**src/rtl/mux4_rr_sel_ctrl_if.sv**
```systemverilog
// ---------------------------------------------------------------------------
// mux4_rr_sel_ctrl_if
// Bundle of the signals between the round-robin selection controller, its
// four requesters, the downstream 4:1 enable mux and the output consumer.
//
// Signals:
//   req       : level request per source, bit i = mux input i (a,b,c,d)
//   mux_out   : data returned from the 4:1 mux output
//   sel       : mux select (registered in the controller)
//   enable    : mux enable (registered in the controller)
//   gnt       : one-hot grant/ack pulse, one cycle wide
//   out_data  : captured word
//   out_valid : out_data holds a word not yet accepted
//   out_ready : consumer accepts on a clock edge where out_valid && out_ready
//
// Modports:
//   master : the controller side (drives sel/enable/gnt/out_*)
//   slave  : the environment side (requesters, mux, consumer)
// ---------------------------------------------------------------------------
interface mux4_rr_sel_ctrl_if #(
    parameter int WIDTH = 4
);
    logic [3:0]       req;
    logic [WIDTH-1:0] mux_out;
    logic [1:0]       sel;
    logic             enable;
    logic [3:0]       gnt;
    logic [WIDTH-1:0] out_data;
    logic             out_valid;
    logic             out_ready;

    modport master (
        input  req,
        input  mux_out,
        input  out_ready,
        output sel,
        output enable,
        output gnt,
        output out_data,
        output out_valid
    );

    modport slave (
        output req,
        output mux_out,
        output out_ready,
        input  sel,
        input  enable,
        input  gnt,
        input  out_data,
        input  out_valid
    );
endinterface

```
**src/rtl/mux4_rr_sel_ctrl.sv**
```systemverilog
// ---------------------------------------------------------------------------
// mux4_rr_sel_ctrl
// Round-robin selection controller placed in front of a 4:1 enable mux.
// Picks one requesting source in rotating order, steers the mux to it, waits
// one cycle for the mux to settle, captures the mux output into a registered
// valid/ready stage and pulses the source's grant.
//
// Ports:
//   clk         : rising-edge clock
//   rst_n       : asynchronous active-low reset
//   bus         : mux4_rr_sel_ctrl_if.master (req, mux_out, sel, enable,
//                 gnt, out_data, out_valid, out_ready)
//   o_dbg_state : current FSM state (0=IDLE, 1=SELECT, 2=HOLD)
//
// Handshake: out_valid rises with the captured word and stays high, with
// out_data stable, until an edge where out_ready is also high; that edge is
// the transfer. out_valid only falls on a transfer or on reset.
// ---------------------------------------------------------------------------
module mux4_rr_sel_ctrl #(
    parameter int WIDTH = 4
) (
    input  logic                   clk,
    input  logic                   rst_n,
    mux4_rr_sel_ctrl_if.master     bus,
    output logic [1:0]             o_dbg_state
);

    typedef enum logic [1:0] {
        IDLE   = 2'd0,
        SELECT = 2'd1,
        HOLD   = 2'd2
    } state_t;

    state_t           r_state;
    state_t           w_state_nxt;
    logic [1:0]       r_last_ptr;
    logic [1:0]       w_last_ptr_nxt;
    logic [1:0]       r_sel;
    logic [1:0]       w_sel_nxt;
    logic             r_enable;
    logic             w_enable_nxt;
    logic [3:0]       r_gnt;
    logic [3:0]       w_gnt_nxt;
    logic [WIDTH-1:0] r_out_data;
    logic [WIDTH-1:0] w_out_data_nxt;
    logic             r_out_valid;
    logic             w_out_valid_nxt;

    logic [1:0]       w_winner;
    logic             w_found;
    logic [1:0]       w_idx;

    // Rotating priority scan: last_ptr+1 first, last_ptr itself last.
    always_comb begin
        w_winner = r_last_ptr;
        w_found  = 1'b0;
        w_idx    = 2'd0;
        for (int k = 1; k <= 4; k++) begin
            w_idx = r_last_ptr + k[1:0];
            if (!w_found && bus.req[w_idx]) begin
                w_winner = w_idx;
                w_found  = 1'b1;
            end
        end
    end

    always_comb begin
        w_state_nxt     = r_state;
        w_last_ptr_nxt  = r_last_ptr;
        w_sel_nxt       = r_sel;
        w_enable_nxt    = r_enable;
        w_gnt_nxt       = 4'b0000;
        w_out_data_nxt  = r_out_data;
        w_out_valid_nxt = r_out_valid;
        case (r_state)
            IDLE: begin
                w_enable_nxt = 1'b0;
                if (|bus.req) begin
                    w_sel_nxt    = w_winner;
                    w_enable_nxt = 1'b1;
                    w_state_nxt  = SELECT;
                end
            end
            SELECT: begin
                // Mux has had a full cycle on the new sel; capture and ack.
                w_out_data_nxt  = bus.mux_out;
                w_out_valid_nxt = 1'b1;
                w_gnt_nxt       = 4'b0001 << r_sel;
                w_last_ptr_nxt  = r_sel;
                w_state_nxt     = HOLD;
            end
            HOLD: begin
                // last_ptr already equals sel here, so the scan starts after
                // the channel just served.
                if (bus.out_ready) begin
                    w_out_valid_nxt = 1'b0;
                    if (|bus.req) begin
                        w_sel_nxt    = w_winner;
                        w_enable_nxt = 1'b1;
                        w_state_nxt  = SELECT;
                    end else begin
                        w_enable_nxt = 1'b0;
                        w_state_nxt  = IDLE;
                    end
                end
            end
            default: begin
                w_enable_nxt    = 1'b0;
                w_out_valid_nxt = 1'b0;
                w_state_nxt     = IDLE;
            end
        endcase
    end

    always_ff @(posedge clk or negedge rst_n) begin
        if (!rst_n) begin
            r_state     <= IDLE;
            r_last_ptr  <= 2'd3;
            r_sel       <= 2'd0;
            r_enable    <= 1'b0;
            r_gnt       <= 4'b0000;
            r_out_data  <= '0;
            r_out_valid <= 1'b0;
        end else begin
            r_state     <= w_state_nxt;
            r_last_ptr  <= w_last_ptr_nxt;
            r_sel       <= w_sel_nxt;
            r_enable    <= w_enable_nxt;
            r_gnt       <= w_gnt_nxt;
            r_out_data  <= w_out_data_nxt;
            r_out_valid <= w_out_valid_nxt;
        end
    end

    assign bus.sel       = r_sel;
    assign bus.enable    = r_enable;
    assign bus.gnt       = r_gnt;
    assign bus.out_data  = r_out_data;
    assign bus.out_valid = r_out_valid;
    assign o_dbg_state   = r_state;

endmodule

```
**src/flat_wrapper.sv**
```systemverilog
// flat-port wrapper written by rule: the top's interface ports become plain ports
module mux4_rr_sel_ctrl_flat 
#(
    parameter int WIDTH = 4
)
  (clk, rst_n, o_dbg_state, bus_req, bus_mux_out, bus_out_ready, bus_sel, bus_enable, bus_gnt, bus_out_data, bus_out_valid);
  mux4_rr_sel_ctrl_if #(.WIDTH(WIDTH)) bus_i ();
  input  logic clk;
  input  logic rst_n;
  output logic [1:0] o_dbg_state;
  input wire logic [$bits(bus_i.req)-1:0] bus_req;
  input wire logic [$bits(bus_i.mux_out)-1:0] bus_mux_out;
  input wire logic [$bits(bus_i.out_ready)-1:0] bus_out_ready;
  output wire logic [$bits(bus_i.sel)-1:0] bus_sel;
  output wire logic [$bits(bus_i.enable)-1:0] bus_enable;
  output wire logic [$bits(bus_i.gnt)-1:0] bus_gnt;
  output wire logic [$bits(bus_i.out_data)-1:0] bus_out_data;
  output wire logic [$bits(bus_i.out_valid)-1:0] bus_out_valid;
  assign bus_i.req = bus_req;
  assign bus_i.mux_out = bus_mux_out;
  assign bus_i.out_ready = bus_out_ready;
  assign bus_sel = bus_i.sel;
  assign bus_enable = bus_i.enable;
  assign bus_gnt = bus_i.gnt;
  assign bus_out_data = bus_i.out_data;
  assign bus_out_valid = bus_i.out_valid;
  mux4_rr_sel_ctrl #(.WIDTH(WIDTH)) u_core (.clk(clk), .rst_n(rst_n), .bus(bus_i), .o_dbg_state(o_dbg_state));
endmodule
```
**config.mk**
```make
export PLATFORM = sky130hd
export DESIGN_NAME = mux4_rr_sel_ctrl_flat
export DESIGN_NICKNAME = d
export VERILOG_FILES = /design/src/rtl/mux4_rr_sel_ctrl_if.sv /design/src/rtl/mux4_rr_sel_ctrl.sv /design/src/flat_wrapper.sv
export SDC_FILE = /design/constraint.sdc
export NUM_CORES = 1
export LEC_CHECK = 0
export ABC_AREA = 1
export CAP_MARGIN = 20
export CORE_ASPECT_RATIO = 0.75
export CORE_UTILIZATION = 23
export DETAILED_ROUTE_END_ITERATION = 8
export GPL_TIMING_DRIVEN = 1
export PLACE_DENSITY_LB_ADDON = 0.15
export SYNTH_ARGS = -nofsm -noshare
export SYNTH_HDL_FRONTEND = slang
export SYNTH_SLANG_ARGS = --single-unit
```
**constraint.sdc**
```tcl
create_clock -name clk -period 3.2 [get_ports clk]
set_input_delay 0.48 -clock clk [delete_from_list [all_inputs] [get_ports clk]]
set_output_delay 0.48 -clock clk [all_outputs]
set_load 0.02 [all_outputs]
```
== Yosys cells after proc, flatten, opt, wreduce, memory -nomap -nowiden ==
Index checks and enable logic that the tools add are counted.

* Bitwise operators: 2
* Add/subtract/negate cells: 3
* Shift-type cells: 1
* Order comparisons: 4
* Multiply operators: 0
* Equality and inequality tests: 4
* Reduce and logical (&&, ||, !) cells: 13
* Div/mod/pow operators: 0
* Mux-type cells: 28

{| class="wikitable"
|+ Operators with widths
! kind !! number
|-
| two-way mux 2 bit || 8
|-
| < comparator 2 x 3 -> 1 bit (second input constant) || 4
|-
| two-way mux 1 bit || 11
|-
| binary-select mux 1 bit (select 2 bit) || 4
|-
| AND reduction 2 bit || 4
|-
| case mux 1 bit (3 select lines) || 2
|-
| case mux 2 bit (3 select lines) || 1
|-
| adder 2 bit (second input constant) || 2
|-
| two-way mux 4 bit || 1
|-
| case mux 2 bit (2 select lines) || 1
|-
| OR reduction 4 bit || 1
|-
| << shifter 1 x 2 -> 4 bit (first input constant) || 1
|-
| logical AND 1 bit || 3
|-
| zero test 1 bit || 3
|-
| adder 2 x 1 -> 2 bit (second input constant) || 1
|-
| equality test 2 x 1 -> 1 bit (second input constant) || 1
|-
| equality test 2 bit (second input constant) || 1
|-
| zero test 2 bit || 1
|-
| inequality test 2 x 1 -> 1 bit (second input constant) || 1
|-
| inequality test 2 bit (second input constant) || 1
|-
| NOT 1 bit || 2
|-
| nonzero test 2 bit || 1
|}

* Memories: 0
* Memory bits (writable): 0
* Bits in latches: 0
* Bits of input ports: 11
* Bits in registers: 16
* ROM bits: 0
* Output and inout port bits: 14

== Longest topological paths before layout ==
* Depth after elaboration: 16
* Gate-level depth with buffers: 12
* Gate-level depth less buffers: 11

== Worst setup path after synthesis ==
OpenSTA, ideal clock, no wires.

* Path type: register -> register
* From: reg u_core.r_last_ptr[0]
* To: reg u_core.r_sel[1] (netlist: u_core.bus.sel[1])
* Buffers on the path: 1
* Setup slack: 1.839 ns
* Arrival time: 1.244 ns
* Clock period less this slack: 1.361 ns
* Cell stages (with the launch flop): 13
* Required time: 3.083 ns
* Path through: dfstp_2 > buf_6 > inv_8 > nand2_2 > nand2_4 > nand2_4 > nand2_4 > inv_4 > nand3_2 > nand3_1 > nand2_1 > nand2_1 > nand2_1

* Longest elaborated chain between the ends: 16
* Elaborated cells on any way between the ends: 27

{| class="wikitable"
|+ RTL lines
! item !! line !! RTL
|-
| start: declaration || mux4_rr_sel_ctrl.sv:36 || <nowiki>logic [1:0] r_last_ptr;</nowiki>
|-
| start signal: assignment || mux4_rr_sel_ctrl.sv:126 || <nowiki>r_last_ptr <= w_last_ptr_nxt;</nowiki>
|-
| adder 2 x 1 -> 2 bit || mux4_rr_sel_ctrl.sv:59 || <nowiki>w_idx = r_last_ptr + k[1:0];</nowiki>
|-
| binary-select mux 1 bit (select 2 bit) || mux4_rr_sel_ctrl.sv:60 || <nowiki>if (!w_found && bus.req[w_idx]) begin</nowiki>
|-
| two-way mux 1 bit (not written as such) || mux4_rr_sel_ctrl.sv:60 ||
|-
| two-way mux 1 bit || mux4_rr_sel_ctrl.sv:60 ||
|-
| zero test 1 bit || mux4_rr_sel_ctrl.sv:60 ||
|-
| logical AND 1 bit || mux4_rr_sel_ctrl.sv:60 ||
|-
| two-way mux 1 bit || mux4_rr_sel_ctrl.sv:60 ||
|-
| zero test 1 bit || mux4_rr_sel_ctrl.sv:60 ||
|-
| logical AND 1 bit || mux4_rr_sel_ctrl.sv:60 ||
|-
| two-way mux 1 bit || mux4_rr_sel_ctrl.sv:60 ||
|-
| zero test 1 bit || mux4_rr_sel_ctrl.sv:60 ||
|-
| logical AND 1 bit || mux4_rr_sel_ctrl.sv:60 ||
|-
| two-way mux 2 bit (*) || mux4_rr_sel_ctrl.sv:60 ||
|-
| two-way mux 2 bit (*) || mux4_rr_sel_ctrl.sv:78, mux4_rr_sel_ctrl.sv:97 ||
|-
| two-way mux 2 bit || mux4_rr_sel_ctrl.sv:95 || <nowiki>if (bus.out_ready) begin</nowiki>
|-
| case mux 2 bit (2 select lines) (*) || mux4_rr_sel_ctrl.sv:75 || <nowiki>case (r_state)</nowiki>
|-
| end signal: assignment || mux4_rr_sel_ctrl.sv:127 || <nowiki>r_sel <= w_sel_nxt;</nowiki>
|-
| end: declaration || mux4_rr_sel_ctrl.sv:38 || <nowiki>logic [1:0] r_sel;</nowiki>
|}

Every way passes the cells marked *; elsewhere a longest branch is shown, timed or not. The select of a mux whose other input is x is not followed.
A chain may end at the register's enable or synchronous reset.

== Worst setup path in the final report ==
* From: reg u_core.r_sel[1] (netlist: u_core.bus.sel[1])
* To: out bus_sel[1]

{| class="wikitable"
|+ RTL lines
! item !! line !! RTL
|-
| end: declaration || flat_wrapper.sv:14 || <nowiki>output wire logic [$bits(bus_i.sel)-1:0] bus_sel;</nowiki>
|}

No word-level cell between the ends.

==> flow_summary_export.csv <==
group,metric,value,unit
status,status,"finished, final reports clean",
yosys,yosysUniqueCellTypes,21,
timing,hold_viol_final,0,
yosys,netlist_area,808,um2
pwr,powerDensity,1080,nW/um2
yosys,async_flop_share,100,%
critical_path,cp.required,2.72,ns
drt,vias,692,
clock_tree,cts-root-buf,"clkbuf_8",
timing,slew_violations,0,
placement,dp_hpwl,1300,um
clock_tree,cts_resized,0,
floorplanning,die_x,70.5,um
drt,wl,1690,um
clock_tree,clk_latency,0.24,ns
grt,first_global_vias,584,
clock_tree,clk_path_buf_depth,2,
pwr,p_total,0.00123,W
critical_path,cp_max_fo,6,
critical_path,max_stage_delay,0.64,ns
timing,worstMarginPinSlew,0.697,ns
clock_tree,hold_buffers,0,
grt,grt_max_degree,17,
drt,dr.first_iter.drc_count,16,
yosys,syn_area_per_cell,8.33,um2
yosys,yosys.area.top_type_share,43.3,%
pwr,power.leakage,0.538,nW
grt,antenna_found_initial,0,
yosys,yosysSeqAreaShare,49.8,%
floorplanning,fp.coreArea,3310,um2
yosys,ys_ff_latch,16,
timing,timing.final.crit_share,56.3,%
yosys,synth.top_cells.by_area,"dfrtp_1 (43%), nand2_1 (17%), dfstp_2 (6.5%)",
placement,gp_congestion,0.737,
run,max_cap_viol_count,0,
critical_path,cp-end-kind,"output pin",
floorplanning,die-height,53.3,um
clock_tree,htree_levels,1,
grt,grt_first_pass_wirelength,2750,um
drt,drtPass1Iterations,4,
clock_tree,cts_setup_buffers,0,
grt,grt_overflow,0,
timing,rsz0062_at_grt,"no",
timing,tns,0,ns
timing,skew,0.00282,ns
yosys,synth_ff_type,"dfrtp_1",
drt,wl_per_cell,10.3,um
min_path,hold_path_class,"reg2reg",
timing,maxSlewHeadroom,53.4,%
clock_tree,cts_tree,"done",
critical_path,path_cells,"clkdlybuf4s50_1",
yosys,syn_inst,97,
yosys,synth.largest_area_cell,"dfrtp_1",
critical_path,critPathTopFamily,"buffers and inverters",
final_layout,n_antenna_cell,0,
timing,fin_crit,1.80,ns
yosys,yosysMostFrequentCell,"nand2_1",
floorplanning,dieArea,3760,um2
clock_tree,cts_made_buffers,3,
final_layout,area_delta_synth_final,41.3,%
clock_tree,cts_sinks,16,
yosys,ys_top_cells_by_count,"nand2_1 (37), dfrtp_1 (14), nand2_2 (7), inv_1 (5), nand3_1 (5)",
drt,drc_errors,0,
floorplanning,num_io_pins,25,
yosys,synth-edff-count,0,
yosys,yosysWarningCount,0,
timing,setup_viol,0,
critical_path,ff2ff_setup_slack,1.69,ns
drt,via_per_inst,4.22,
pwr,vdd_drop_max,453,uV
final_layout,nNetsFinal,136,
floorplanning,rows,18,
placement,io_buffers,24,
critical_path,cpMaxStageDelayCell,"clkdlybuf4s50_1",
timing,max_freq,555,MHz
clock_tree,clk_pin_slew,0.06,ns
critical_path,crit_arrival,1.32,ns
final_layout,drive_gt1_share,16.9,%
drt,ant_nets,0,
critical_path,crit_path_start_kind,"flop",
critical_path,criticalPathCategory,"reg2out",
yosys,synth_fp_nets,108,
critical_path,cp.buffers_inverters,1,
grt,gr-usage-all-layers,9.95,%
final_layout,fillers,338,
floorplanning,initial_core_util,24.4,%
[where the power goes]
| group | switching, W | internal [W] |
|---|---|---|
| combinational | 0.000391 | 0.000276 |
| clock | 0.0000656 | 0.000109 |
| sequential | 0.0000853 | 0.000301 |
[registers in the layout (all words and copies together) (netlist names)]
name,count
u_core.bus.out_data,4
u_core.o_dbg_state,2
u_core.bus.out_valid,1
u_core.bus.sel,2
u_core.bus.enable,1
u_core.bus.gnt,4
u_core.r_last_ptr,2
[path summary, 6_finish.rpt]
kind / cells after the start / start / end
worst min-delay path: 2 / u_core.bus.out_data[3] / u_core.bus.out_data[3]
min in group asynchronous: 1 / rst_n / u_core.bus.out_data[3]
max in group asynchronous: 1 / rst_n / u_core.bus.gnt[3]
worst max register to register: 11 / u_core.r_last_ptr[0] / u_core.bus.sel[1]
worst min register to register: 2 / u_core.bus.out_data[3] / u_core.bus.out_data[3]
worst max-delay path: 1 / u_core.bus.sel[1] / bus_sel[1]
[per-stage QoR]
step | worst slack, ns | util (%) | std cells | hold WS, ns | area [um2]
6_report | 1.40 | 34.5 | 164 | 0.474 | 1140
4_1_cts | 1.38 | 34.5 | 164 | 0.477 | 1140
3_5_place_dp | 1.41 | 32.8 | 160 | 0.463 | 1090
3_3_place_gp | 1.41 | 32.8 | 160 | 0.456 | 1090
2_1_floorplan | 1.84 | - | 97 | 0.184 | 808
5_1_grt | 1.33 | 34.5 | 164 | 0.494 | 1140
[logic make-up (layout without fill, tap and decap cells)]
family / count (synthesis) / after routing / share of synthesized area (%)
AND/OR/NAND/NOR: 63 / 63 / 37.9
flip-flops: 16 / 16 / 49.8
AO/OA/AOI/OAI: 9 / 9 / 5.88
buffers and inverters: 9 / 36 / 6.35
[layer usage]
layer	track usage, %	up-vias	wire (um)
met5	0	-	0
met4	2.00	0	0
met3	4.57	0	84
met2	12.7	14	696
met1	14.7	317	906
li1	-	361	-
[cell type report]
cell class / instances / area, um2 / share of cell area [%]
flip-flops and latches: 16 / 403 / 35.3
repair buffers: 24 / 240 / 21.0
clock buffers: 4 / 55.1 / 4.82
well taps: 40 / 50.0 / 4.38
inverters: 8 / 40.0 / 3.50
multi-input cells: 72 / 354 / 31.0
[cells in the final DEF (no fill, tap or decap), drive strengths merged, types with 2 or more instances in the layout]
cell type	Yosys	final
nand2	48	48
clkdlybuf4s50	0	24
dfrtp	14	14
inv	8	8
nand3	6	6
o21ai	5	5
nor2	4	4
clkbuf	0	4
a21oi	3	3
nor3	2	2
dfstp	2	2
No activity file was read; power rests on OpenSTA's default activity.
==> patch: new RTL, config.mk and constraints unchanged <==
`WIDTH` is set to 4 in 3 places; all go to 6.
--- a/src/rtl/mux4_rr_sel_ctrl_if.sv
+++ b/src/rtl/mux4_rr_sel_ctrl_if.sv
@@ -19,5 +19,5 @@
 // ---------------------------------------------------------------------------
 interface mux4_rr_sel_ctrl_if #(
-    parameter int WIDTH = 4
+    parameter int WIDTH = 6
 );
     logic [3:0]       req;
--- a/src/rtl/mux4_rr_sel_ctrl.sv
+++ b/src/rtl/mux4_rr_sel_ctrl.sv
@@ -18,5 +18,5 @@
 // ---------------------------------------------------------------------------
 module mux4_rr_sel_ctrl #(
-    parameter int WIDTH = 4
+    parameter int WIDTH = 6
 ) (
     input  logic                   clk,
--- a/src/flat_wrapper.sv
+++ b/src/flat_wrapper.sv
@@ -2,5 +2,5 @@
 module mux4_rr_sel_ctrl_flat 
 #(
-    parameter int WIDTH = 4
+    parameter int WIDTH = 6
 )
   (clk, rst_n, o_dbg_state, bus_req, bus_mux_out, bus_out_ready, bus_sel, bus_enable, bus_gnt, bus_out_data, bus_out_valid);
Ports: changed (resized bus_mux_out and bus_out_data); port bits go from 25 to 29. No check against the original RTL was run, so the function may have changed too.
==> patch against the unedited design <==
Setup slack worse by 0.074 ns; design area is 15% higher; highest routed layer is now met4; sequential share of layout area is 0.73 points lower; total power is 15% higher; synthesized area is 15% higher; non-clock buffer count up 4; sequential cell count rose by 2; critical path type unchanged; routed wire length increased by 15%.
==> patch: results (changes against the unedited design) <==
status: finished clean (unchanged)
clk buf depth: 2 (unchanged)
layout cells sized above 1: 20.44% (was 16.94%)
Hold Crit Class: reg2reg (unchanged)
seq_cells: 18 (was 16)
post-cts sizing count: 0 (unchanged)
n_diodes: 0 (unchanged)
Worst path top cell family by delay: buffers and inverters (unchanged)
clkbuf count: 4 (unchanged)
Multi-In Gates: 77 (was 72)
port bufs: 28 (was 24)
CP peak stage delay: 0.66 ns (was 0.64 ns)
initial antenna violation count: 0 (unchanged)
total of warnings raised by yosys: 0 (unchanged)
R2R Path End: u_core.bus.enable (was u_core.bus.sel[1])
Critical Path AT: 1.40 ns (was 1.32 ns)
placed wire-length estimate: 1.475 mm (was 1.296 mm)
net count after synthesis: 120 (was 108)
top cells by count, synth: nand2_1 (41), dfrtp_1 (16), nand2_2 (8), nand2_4 (6) (was nand2_1 (37), dfrtp_1 (14), nand2_2 (7), inv_1 (5), nand3_1 (5))
Non-clk bufs: 28 (was 24)
NonClk Buf Share: 21.37% (was 21.03%)
Worst IR Drop VDD: 0.4036 mV (was 0.4529 mV)
Total GRT Usage: 10.86% (was 9.954%)
area occupied by multi-input gates: 410.4 µm² (was 354.1 µm²)
Synth area leaders: dfrtp_1 (43%), nand2_1 (17%), nand2_4 (7.3%) (was dfrtp_1 (43%), nand2_1 (17%), dfstp_2 (6.5%))
nets@finish: 151 (was 136)
internal reg-to-reg setup slack: 1.58 ns (was 1.69 ns)
Worst R2R Path Depth: 6 (was 11)
RD Place Congestion: 0.7757 (was 0.7372)
CTS H-tree depth: 1 (unchanged)
global-route wire length before repair: 3.512 mm (was 2.746 mm)
CTS Buf Count: 3 (unchanged)
post-CTS setup buffer count: 0 (unchanged)
Skew-Pair Late Insertion Delay: 0.25 ns
sequential share of the synthesized area: 48.85% (was 49.85%)
cts hold-fix bufs: 0 (unchanged)
Clk pin slew, worst setup/hold paths: 0.07 ns
Leak Pwr: 0.0006075 µW (was 0.0005382 µW)
register area: 452.9 µm² (was 402.9 µm²)
clock skew: 0.001463 ns (was 0.002816 ns)
Fillers: 411 (was 338)
Worst setup endpoint: o_dbg_state[0] (was bus_sel[1])
largest net degree at the start of global routing: 19 (was 17)
Slew headroom: 45.95% (was 53.38%)
Detailed Route WL: 1.940 mm (was 1.687 mm)
clk tree area frac: 4.198% (was 4.819%)
final-report hold violation count: 0 (unchanged)
CTS root buf: clkbuf_8 (unchanged)
reg2reg start: u_core.o_dbg_state[0] (was u_core.r_last_ptr[0])
Async SR Flop Fraction: 100.0% (unchanged)
vias: 769 (was 692)
1st-iter DRT viols: 30 (was 16)
invs w/o clock: 10 (was 8)
# setup viols final: 0 (unchanged)
Yosys cell types: 23 (was 21)
CP Max Fanout: 5 (was 6)
drt pass-1 iters: 4 (unchanged)
slowest CP cell: clkdlybuf4s50_1 (unchanged)
patch: cell types whose count changed after synthesis, sizes merged:
cell	change
nor2	-1
and2	-1
inv	+2
dfrtp	+2
o21ai	-2
buf	+1
nand2	+7
o21a	-1
nor3	+2
o22ai	+1
patch: worst min path at each step:
stage,from,depth (start not counted),end
final,u_core.bus.out_data[2],2,u_core.bus.out_data[2]
after floorplan,rst_n,0,u_core.bus.enable
after CTS,u_core.bus.out_data[2],2,u_core.bus.out_data[2]
after detailed placement,u_core.bus.out_data[2],2,u_core.bus.out_data[2]
after global routing,u_core.bus.out_data[2],2,u_core.bus.out_data[2]
after global placement,u_core.bus.out_data[5],2,u_core.bus.out_data[5]
patch: metal layers:
| metal | up-vias | track usage, % | share of wire [%] |
|---|---|---|---|
| met5 | - | 0 | 0 |
| li1 | 398 | - | - |
| met2 | 18 | 16.07 | 45 |
| met4 | 0 | 1.587 | 0.31 |
| met3 | 2 | 4.417 | 5.9 |
| met1 | 351 | 15.24 | 49 |
patch: cells by family (layout without fill, tap and decap cells):
| family | after synthesis | after routing | share of synthesized area, % |
|---|---|---|---|
| and+or+nand+nor | 70 | 70 | 40.35 |
| DFF | 18 | 18 | 48.85 |
| buffers and inverters | 12 | 42 | 6.882 |
| AOI/OAI and AO/OA | 7 | 7 | 3.913 |
patch: through the flow:
step,util (%),instance area (µm²),hold slack [ns],setup slack [ns],instances
finish,34.91,1311,0.4743,1.324,189
global route,34.91,1311,0.5016,1.260,189
CTS,34.91,1311,0.4765,1.311,189
detailed placement,33.44,1256,0.4612,1.350,185
global placement,33.44,1256,0.4555,1.390,185
floorplan,-,927.1,0.1844,1.847,107
patch: power breakdown:
part           leakage (µW)  internal (µW)  switching [µW]
sequential         0.000221            341            95.5
clock             0.0000288            109            74.0
combinational      0.000358            328             462
